===== config.mk =====
export PLATFORM = sky130hd
export DESIGN_NAME = serial_tx
export DESIGN_NICKNAME = d
export VERILOG_FILES = /design/src/rtl/serial_pkg.sv /design/src/rtl/serial_tx_bit_tick.sv /design/src/rtl/serial_tx.sv
export SDC_FILE = /design/constraint.sdc
export NUM_CORES = 1
export LEC_CHECK = 0
export CAP_MARGIN = 20
export CORE_MARGIN = 3
export CORE_UTILIZATION = 45
export DETAILED_ROUTE_END_ITERATION = 10
export PLACE_DENSITY = 0.7
export SYNTH_ARGS = -nofsm -noshare
export SYNTH_HDL_FRONTEND = slang
export SYNTH_SLANG_ARGS = --single-unit

===== constraint.sdc =====
create_clock -name clk -period 4.3 [get_ports clk]
set_input_delay 0.86 -clock clk [delete_from_list [all_inputs] [get_ports clk]]
set_output_delay 0.86 -clock clk [all_outputs]
set_load 0.01 [all_outputs]

===== src/rtl/serial_pkg.sv =====
// Shared definitions for the serial frame transmitter and its bit-timing helper.
// State encoding, frame length and counter-width sizing live here.
package serial_pkg;

  typedef enum logic [1:0] {
    IDLE  = 2'd0,
    START = 2'd1,
    DATA  = 2'd2,
    STOP  = 2'd3
  } state_e;

  localparam int DEFAULT_WIDTH = 8;
  localparam int FRAME_BITS    = DEFAULT_WIDTH + 2;

  function automatic int frame_bits(input int width);
    return width + 2;
  endfunction

  // Counters never shrink below one bit, even for a range of a single value.
  function automatic int cnt_width(input int value);
    return (value > 2) ? $clog2(value) : 1;
  endfunction

endpackage


===== src/rtl/serial_tx_bit_tick.sv =====
// Per-bit cycle counter: counts 0..BIT_CYCLES-1 while enabled and flags the last cycle.
// Kept separate so the receive side can reuse the same bit timing.
module bit_tick
  import serial_pkg::*;
#(
  parameter int BIT_CYCLES = 1
) (
  input  logic clk,
  input  logic reset,
  input  logic clear,
  input  logic en,
  output logic tick
);

  localparam int CW = cnt_width(BIT_CYCLES);
  localparam logic [CW-1:0] LAST = CW'(BIT_CYCLES - 1);

  logic [CW-1:0] cnt_q;
  logic [CW-1:0] cnt_d;

  always_comb begin
    cnt_d = cnt_q;
    if (clear) begin
      cnt_d = '0;
    end else if (en) begin
      cnt_d = (cnt_q == LAST) ? '0 : cnt_q + CW'(1);
    end
  end

  always_ff @(posedge clk) begin
    if (reset) begin
      cnt_q <= '0;
    end else begin
      cnt_q <= cnt_d;
    end
  end

  assign tick = en && (cnt_q == LAST);

endmodule


===== src/rtl/serial_tx.sv =====
// Parallel-to-serial frame transmitter: start bit, WIDTH data bits, stop bit.
// The serial line is a flop so downstream stages never see load/din glitches.
module serial_tx
  import serial_pkg::*;
#(
  parameter int WIDTH      = 8,
  parameter int BIT_CYCLES = 1,
  parameter bit MSB_FIRST  = 1'b0,
  parameter bit IDLE_LEVEL = 1'b1
) (
  input  logic             clk,
  input  logic             reset,
  input  logic [WIDTH-1:0] din,
  input  logic             load,
  output logic             ready,
  output logic             sout,
  output logic             busy,
  output logic             done
);

  localparam int BW = cnt_width(WIDTH);
  localparam logic [BW-1:0] LAST_BIT = BW'(WIDTH - 1);

  state_e           state_q, state_d;
  logic [WIDTH-1:0] shift_q, shift_d;
  logic [BW-1:0]    bit_cnt_q, bit_cnt_d;
  logic             sout_q, sout_d;
  logic             tick;
  logic             in_idle;
  logic             next_bit;
  logic [WIDTH-1:0] shifted;
  logic             last_bit;

  assign in_idle  = (state_q == IDLE);
  assign next_bit = MSB_FIRST ? shift_q[WIDTH-1] : shift_q[0];
  assign shifted  = MSB_FIRST ? (shift_q << 1) : (shift_q >> 1);
  assign last_bit = (bit_cnt_q == LAST_BIT);

  bit_tick #(
    .BIT_CYCLES(BIT_CYCLES)
  ) u_bit_tick (
    .clk  (clk),
    .reset(reset),
    .clear(in_idle),
    .en   (!in_idle),
    .tick (tick)
  );

  always_ff @(posedge clk) begin
    if (reset) begin
      state_q   <= IDLE;
      shift_q   <= '0;
      bit_cnt_q <= '0;
      sout_q    <= IDLE_LEVEL;
    end else begin
      state_q   <= state_d;
      shift_q   <= shift_d;
      bit_cnt_q <= bit_cnt_d;
      sout_q    <= sout_d;
    end
  end

  always_comb begin
    state_d = state_q;
    case (state_q)
      IDLE:    if (load) state_d = START;
      START:   if (tick) state_d = DATA;
      DATA:    if (tick && last_bit) state_d = STOP;
      STOP:    if (tick) state_d = IDLE;
      default: state_d = IDLE;
    endcase
  end

  // The next line level is computed one cycle ahead so it lands on the bit boundary.
  always_comb begin
    shift_d   = shift_q;
    bit_cnt_d = bit_cnt_q;
    sout_d    = sout_q;
    case (state_q)
      IDLE: begin
        bit_cnt_d = '0;
        sout_d    = IDLE_LEVEL;
        if (load) begin
          shift_d = din;
          sout_d  = ~IDLE_LEVEL;
        end
      end
      START: begin
        if (tick) begin
          sout_d    = next_bit;
          shift_d   = shifted;
          bit_cnt_d = '0;
        end
      end
      DATA: begin
        if (tick) begin
          if (last_bit) begin
            sout_d = IDLE_LEVEL;
          end else begin
            sout_d    = next_bit;
            shift_d   = shifted;
            bit_cnt_d = bit_cnt_q + BW'(1);
          end
        end
      end
      STOP:    sout_d = IDLE_LEVEL;
      default: sout_d = IDLE_LEVEL;
    endcase
  end

  always_comb begin
    ready = in_idle;
    busy  = !in_idle;
    done  = (state_q == STOP) && tick;
    sout  = sout_q;
  end

endmodule

## Word level (Yosys, flattened, before mapping)

Cells that the tools add are included.

| storage, ports and cells | value |
|---|---|
| flip-flop bits (word level) | 15 |
| bits of input ports | 11 |
| output and inout port bits | 4 |

| operators by class | value |
|---|---|
| add/subtract/negate cells | 2 |
| equality and inequality tests | 10 |
| multiplexer cells | 19 |
| bitwise operators | 1 |
| reduce and logical (&&, ||, !) cells | 11 |

Operator list:

| kind | number |
|---|---|
| two-way mux 8 bit | 4 |
| one-hot mux 8 bit (3 select lines) | 1 |
| inequality test 2 bit, second input constant | 6 |
| two-way mux 3 bit | 3 |
| one-hot mux 3 bit (3 select lines) | 1 |
| two-way mux 2 bit | 4 |
| one-hot mux 2 bit (4 select lines) | 1 |
| AND reduction 4 bit | 2 |
| AND reduction 5 bit | 1 |
| == test 2 bit, second input constant | 2 |
| two-way mux 1 bit | 4 |
| one-hot mux 1 bit (4 select lines) | 1 |
| adder 3 x 1 -> 3 bit, second input constant | 1 |
| == test 3 bit, second input constant | 1 |
| logical AND 1 bit | 3 |
| nonzero test 3 bit | 1 |
| OR reduction 3 bit | 1 |
| == test 2 x 1 -> 1 bit, second input constant | 1 |
| logical NOT 2 bit | 1 |
| AND reduction 2 bit | 1 |
| adder 1 bit, second input constant | 1 |
| logical NOT 1 bit | 1 |
| NOT 1 bit | 1 |

## Depth between registers and ports, before layout

| depth | value |
|---|---|
| depth after elaboration | 6 |
| mapped depth | 8 |

## Hierarchy

From an unflattened synthesis, not the netlist that was laid out.

| unflattened totals | value |
|---|---|
| cells, all modules | 86 |
| area total of the unflattened synthesis | 822.0 um^2 |

By module, submodules not included:

| module | times used | cells an instance | area each (um^2) |
|---|---|---|---|
| serial_tx | 1 | 85 | 814.5 |
| bit_tick | 1 | 1 | 7.5 |

## Least setup slack after synthesis

No wires, ideal clock.

| timing path | value |
|---|---|
| path type | reg2out |
| start point | register state_q[0] |
| end point | output port done |
| arrival | 1,139 ps |
| data required time | 3,440 ps |
| setup slack | 2,301 ps |
| cell stages (with the launch flop) | 6 |
| path through | dfxtp_1 > inv_1 > ha_1 > clkbuf_8 > nor2_1 > and2_1 |

| between the ends | value |
|---|---|
| cells in the longest elaborated chain, start to end | 4 |
| elaborated cells between the ends (all ways) | 5 |
| classes of those cells | 1 x eq/ne; 4 x reduce/logical |

Ends and longest elaborated chain:

| element | RTL line | text |
|---|---|---|
| start: declaration | serial_tx.sv:24 | `state_e state_q, state_d;` |
| start signal: assignment | serial_tx.sv:56 | `state_q <= state_d;` |
| logical NOT 2 bit | serial_tx.sv:34 | `assign in_idle = (state_q == IDLE);` |
| named net ready | serial_tx.sv:15 | `output logic ready,` |
| logical NOT 1 bit | serial_tx.sv:45 | `.en (!in_idle),` |
| logical AND 1 bit | serial_tx_bit_tick.sv:38 | `assign tick = en && (cnt_q == LAST);` |
| logical AND 1 bit | serial_tx.sv:114 | `done = (state_q == STOP) && tick;` |
| end: declaration | serial_tx.sv:18 | `output logic done` |

The timed path passes the listed nets, and every way through them passes these cells.

## Final worst setup path

| timing path | value |
|---|---|
| start point | register state_q[0] |
| end point | output port done |

| between the ends | value |
|---|---|
| cells in the longest elaborated chain, start to end | 4 |
| elaborated cells between the ends (all ways) | 5 |
| classes of those cells | 1 x eq/ne; 4 x reduce/logical |

Ends and longest elaborated chain:

| element | RTL line |
|---|---|
| logical NOT 2 bit | serial_tx.sv:34 |
| logical NOT 1 bit | serial_tx.sv:45 |
| logical AND 1 bit | serial_tx_bit_tick.sv:38 |
| logical AND 1 bit (*) | serial_tx.sv:114 |

Mark *: on every way between the ends. The rest lies on a longest branch, timed or not.

==> impl_metrics.yaml <==
placed_design:
  placed_cell_count: 131
  post-dp-hpwl_microns: 1271
  port_buffers: 14
  routabilityCongestion: 0.6983
finish:
  drive_above_1_share_pct: 10.00
  antenna_cells: 0
  fillerInstances: 178
  post_layout_nets: 128
  area_growth_syn_to_fin_pct: 16.36
  stdcell_count: 135
  multi_input_comb_area_sq_um: 504.2
  regArea_sq_um: 300.3
clocking:
  tritoncts.num_buffers: 3
  clock-root-buffer: "sky130_fd_sc_hd__clkbuf_4"
  tritoncts_clock_tree: "built"
  clkLatencyLatePin_ns: 0.29
  cts.path.max_buffers: 2
  clk_pin_slew_ns: 0.09
  cts_num_sinks: 15
  post_cts_hold_buffer_count: 0
  cts-htree-levels: 1
  cts_setup_buffers: 0
  post_cts_resized: 0
critical_path:
  critical_path.endpoint_type: "output port"
  critPathArrivalTime_ns: 1.94
  path_delay_family: "buffers and inverters"
  critPathKind: "register to output port"
  critical_path.reg2reg.startpoint: "state_q[0]"
  timing.critical_path.cells: "inv_1 > ha_1 > nor2_1 > and2_1 > clkdlybuf4s50_1"
  critical-path-max-stage-delay_ns: 0.52
  critPathBufInv: 2
  worst_path_max_delay_cell: "sky130_fd_sc_hd__clkdlybuf4s50_1"
  timing.critical_path.from: "state_q[0]"
  startpoint_type: "register"
  crit_required_ns: 3.44
  timing.critical_path.fanout_max: 11
detailed_routing:
  num_vias: 742
  wire_per_inst_microns: 12.92
  vias_per_cell: 5.496
  routed_wirelength_microns: 1744
  drt_pre_antenna_iters: 4
  drt_drc_violations_left: 0
  antenna_left: 0
  detail_route.iter0.violations: 22
synthesis:
  synth_sequential_area_ratio_pct: 34.43
  synth-edff-count: 0
  yosysWarningCount: 0
  synth_largest_type_area_fraction_pct: 34.43
  synth_top_area_cell: "sky130_fd_sc_hd__dfxtp_1"
  synth_top_cells_by_count: "sky130_fd_sc_hd__dfxtp_1, sky130_fd_sc_hd__nor3_1, sky130_fd_sc_hd__nor2_1, sky130_fd_sc_hd__nor2b_1, sky130_fd_sc_hd__a221oi_1"
  postSynthAreaPerCell_sq_um: 8.809
  synth.top_cells.by_area: "sky130_fd_sc_hd__dfxtp_1, sky130_fd_sc_hd__ha_1, sky130_fd_sc_hd__nor3_1, sky130_fd_sc_hd__a221oi_1, sky130_fd_sc_hd__nor2b_1"
  ys_ff_latch: 15
  post-synth-top-count-cell: "sky130_fd_sc_hd__dfxtp_1"
  synthesis.nets: 116
  synthFlopType: "sky130_fd_sc_hd__dfxtp_1"
  yosys.cell_types.count: 31
  netlist_area_sq_um: 872.1
  share_of_synthesized_flip_flops_with_an_asynchronous_set_or_reset_pct: 0
  syn_inst: 99
timing:
  finalClockSkew_ns: 0.002869
  fin_tns_setup_ns: 0
  timing_max_transition_violations_final: 0
  worst_pin_slew_ns: 0.8250
  setup_repair_after_global_routing_missed_its_margin: "false"
  final_hold_viol_count: 0
  final_period_minus_worst_setup_slack_ns: 2.797
  report.final.setup_viol: 0
  max_freq_mhz: 357.6
  min_period_over_period_pct: 65.04
  timing.slew.headroom_pct: 44.63
global_routing:
  grt_use_total_pct: 16.02
  grt_first_pass_wirelength_microns: 3029
  vias_in_the_first_global_route: 673
  antenna_found_initial: 0
  gr_overflow_total: 0
  grt_start_max_net_pins: 17
power_and_ir_drop:
  leak_nw: 0.3933
  power.density_cell_area_nw_per_um2: 732.1
  power.total_uw: 742.9
  vdd.ir_drop.worst_mv: 0.4352
die:
  initial_core_util_pct: 48.91
  ios: 15
  die_ar_sq_um: 2502
  rows: 15
  core_area_sq_um: 1783
  die_width_microns: 50.02
  chipHeight_microns: 50.02
run_status:
  run_status: "complete, no violations"
run:
  max_cap_violation_count: 0
hold_path:
  worstHoldPathType: "register to register"
  hold_path.startpoint: "shift_q[7]"
[metal layers]
metal / global-route usage, % / up-vias / share of wire [%]
met3: 4.834 / 5 / 6.2
met2: 24.78 / 23 / 46
met4: 8.295 / 0 / 2.3
li1: - / 379 / -
met5: 0 / - / 0
met1: 19.71 / 335 / 45
[report_power, final]
group | switching (mW) | internal (mW) | total (mW)
clock | 0.0478 | 0.0346 | 0.0824
sequential | 0.0284 | 0.189 | 0.218
combinational | 0.245 | 0.198 | 0.443
[tightest hold or removal path: stages (launching register included)]
cell and delay [ns]:
sky130_fd_sc_hd__dfxtp_1 0.33, sky130_fd_sc_hd__nand3_1 0.06, sky130_fd_sc_hd__a21oi_1 0.05
[stage by stage]
step           setup WS (ns)  cell area, sq um  hold WS, ns  utilization [%]
6_report               1.503              1015       0.4770            56.91
4_1_cts                1.495              1015       0.4758            56.91
5_1_grt                1.358              1015       0.5006            56.91
3_3_place_gp           1.883             987.2       0.4562            55.37
3_5_place_dp           1.826             987.2       0.4610            55.37
2_1_floorplan          2.301             872.1       0.4438                -
[cell type report]
class	count	share of cell area, %
Inverter	3	1.110
Sequential cell	15	29.59
Tap cell	25	3.083
Multi-Input combinational cell	74	49.69
Clock inverter	1	0.4932
Timing Repair Buffer	14	13.81
Clock buffer	3	2.219
[registers in the layout, indices dropped and copies added, names as in the netlist]
signal            count
shift_q               8
bit_cnt_q             3
state_q               2
sout                  1
u_bit_tick.cnt_q      1
[cells in the final DEF, fill, tap and decap left out, types with 5 or more instances in the layout]
cell type,count
sky130_fd_sc_hd__clkdlybuf4s50_1,14
sky130_fd_sc_hd__nor3_1,14
sky130_fd_sc_hd__a21oi_1,5
sky130_fd_sc_hd__nand3_1,6
sky130_fd_sc_hd__nor2b_1,8
sky130_fd_sc_hd__dfxtp_1,15
sky130_fd_sc_hd__ha_1,6
sky130_fd_sc_hd__nor2_1,8
sky130_fd_sc_hd__a221oi_1,7
[logic make-up after synthesis]
| logic type | after synthesis | share of synthesized area, % |
|---|---|---|
| DFF | 15 | 34.43 |
| adders and majority gates | 6 | 8.608 |
| muxes | 1 | 1.148 |
| and+or+nand+nor | 46 | 28.70 |
| buffers and inverters | 10 | 7.747 |
| other | 1 | 0.4300 |
| AOI/OAI and AO/OA | 20 | 18.94 |
[final timing paths]
check / cells past startpoint / slack (ns) / to
min: 2 / 0.48 / shift_q[7]
max: 5 / 1.50 / done
min reg2reg: 2 / 0.48 / shift_q[7]
max reg2reg: 6 / 2.15 / bit_cnt_q[1]
No activity file was read; power rests on OpenSTA's default activity.
==> edit (same settings) <==
Set the parameter `WIDTH` to 10 (it was 8).
--- a/src/rtl/serial_tx.sv
+++ b/src/rtl/serial_tx.sv
@@ -3,7 +3,7 @@
 module serial_tx
   import serial_pkg::*;
 #(
-  parameter int WIDTH      = 8,
+  parameter int WIDTH      = 10,
   parameter int BIT_CYCLES = 1,
   parameter bit MSB_FIRST  = 1'b0,
   parameter bit IDLE_LEVEL = 1'b1
Ports: changed (resized din); port bits go from 15 to 17. The function was not compared with the original's and may differ.
==> edit against the unedited design <==
  * Area after synthesis increased by 16%
  * Worst setup slack worse by 120 ps
  * Cell count grew 8.9%
  * Critical path depth unchanged
  * Design area rose by 18%
  * Sequential share of layout area increased by 0.44 points
  * Non-clock buffer count up 2
  * Power is 20% higher
  * Routed wire length rose by 16%
  * Combinational power grew 21%
  * Maximum frequency down 4.1%
  * Sequential cell count is 3 higher
==> edit: results <==
[outcome]
outcome = "finished, final reports clean"

[setup_path]
rr_startpoint = "state_q[0]$_SDFFE_PP0P_"
r2r_setup_slack_ps = 2260
cp.arrival_ps = 2050
r2r_cells = 6
rr_endpoint = "shift_q[0]$_SDFFE_PP0P_"
worstPathMaxFanout = 10

[global_route]
grt_first_pass_wirelength_mm = 3.39
grt_pass1_vias = 733
met3_usage_pct = 3.66
grt.total_usage_pct = 16.3
grt_max_degree = 18
antenna_found_initial = 0
groute.layer.met1.usage_pct = 23.0
top_usage_layer = "met2"
grtUsageMet2_pct = 24.1

[sta]
timing.hold.ws_ps = 490
tightest_slew_ps = 718
fin_skew_ps = 4.82

[layout]
antenna_cells = 0
finish.cell_count_without_fillers = 147
drive_above_1_share_pct = 14.2
layout.nets = 140
fillCellCount = 201
reg_top3 = "shift_q x10, bit_cnt_q x4, state_q x2"

[synth]
synth_cell_type_count = 35
synth_seq_area_share_pct = 35.6
muxShareOfSynthArea_pct = 12.4
synth_compound_area_share_pct = 23.7
synthAdderAreaFrac_pct = 7.42
yosys_warnings = 0
yosys-top-cells-area = "dfxtp_1, mux2i_1, ha_1"
synthesis.nets = 125
yosys-top-cells-count = "dfxtp_1, a21oi_1, mux2i_1"
synth_cells = 106

[place]
io_buffers = 16
dpl.hpwl_mm = 1.49
gp_congestion = 0.740

[min_path]
hold_end = "shift_q[9]$_SDFFE_PP0P_"
min-delay-start = "shift_q[9]$_SDFFE_PP0P_"
hold_depth = 2

[clock_tree]
insertion_delay_ps = 300
cts_buffer_depth = 2
clk_pin_slew_worst_paths_ps = 110

[power]
ir_worst_vdd_v = 0.000669
leakage_nw = 0.444

[detailed_routing]
drt_wl_total_mm = 2.02
num_vias = 830
[edit: cell count changes after synthesis, moves of 5 or more]
cell and delta:
a211oi_1 +7, a21oi_1 +9, a221oi_1 -7, mux2i_1 +10
nor2_1 -5, nor2b_1 -6, nor3_1 -12
[edit: final cells by class]
cell class              instances  area share [%]
multi-input cells              78            49.5
inverters                       4            1.25
clock buffers                   4            3.02
flip-flops and latches         18            30.0
repair buffers                 16            13.3
well taps                      27            2.82
[edit: worst max-delay path: stages, from the launching register on]
cell             delay (ps)
dfxtp_1                 400
inv_1                    80
ha_1                    320
nor2_2                  260
and2_1                  170
clkdlybuf4s50_1         530
[edit: stage by stage]
step                cell area (um^2)  setup WS [ps]
floorplan                       1010           2240
global placement                1160           1800
detailed placement              1160           1700
CTS                             1200           1360
global route                    1200           1230
finish                          1200           1390
[edit: report_power, final]
group	internal, W	switching [W]	total [W]
registers	0.000215	0.0000281	0.000243
logic	0.000244	0.000293	0.000537
clock network	0.0000516	0.0000567	0.000108
total	0.000511	0.000378	0.000889
[edit: worst max-delay path by stage]
stage	startpoint	to	cells past startpoint
final	state_q[0]$_SDFFE_PP0P_	done	5
after global routing	state_q[0]$_SDFFE_PP0P_	done	5
after CTS	state_q[0]$_SDFFE_PP0P_	done	5
after detailed placement	state_q[0]$_SDFFE_PP0P_	done	5
after global placement	state_q[0]$_SDFFE_PP0P_	done	5
after floorplan	state_q[0]$_SDFFE_PP0P_	done	5
[edit: per-layer routing]
layer	part of all wire (%)	wire length, um
met3	4.9	98
met1	48	964
met4	1.1	22
met5	0	0
met2	46	931
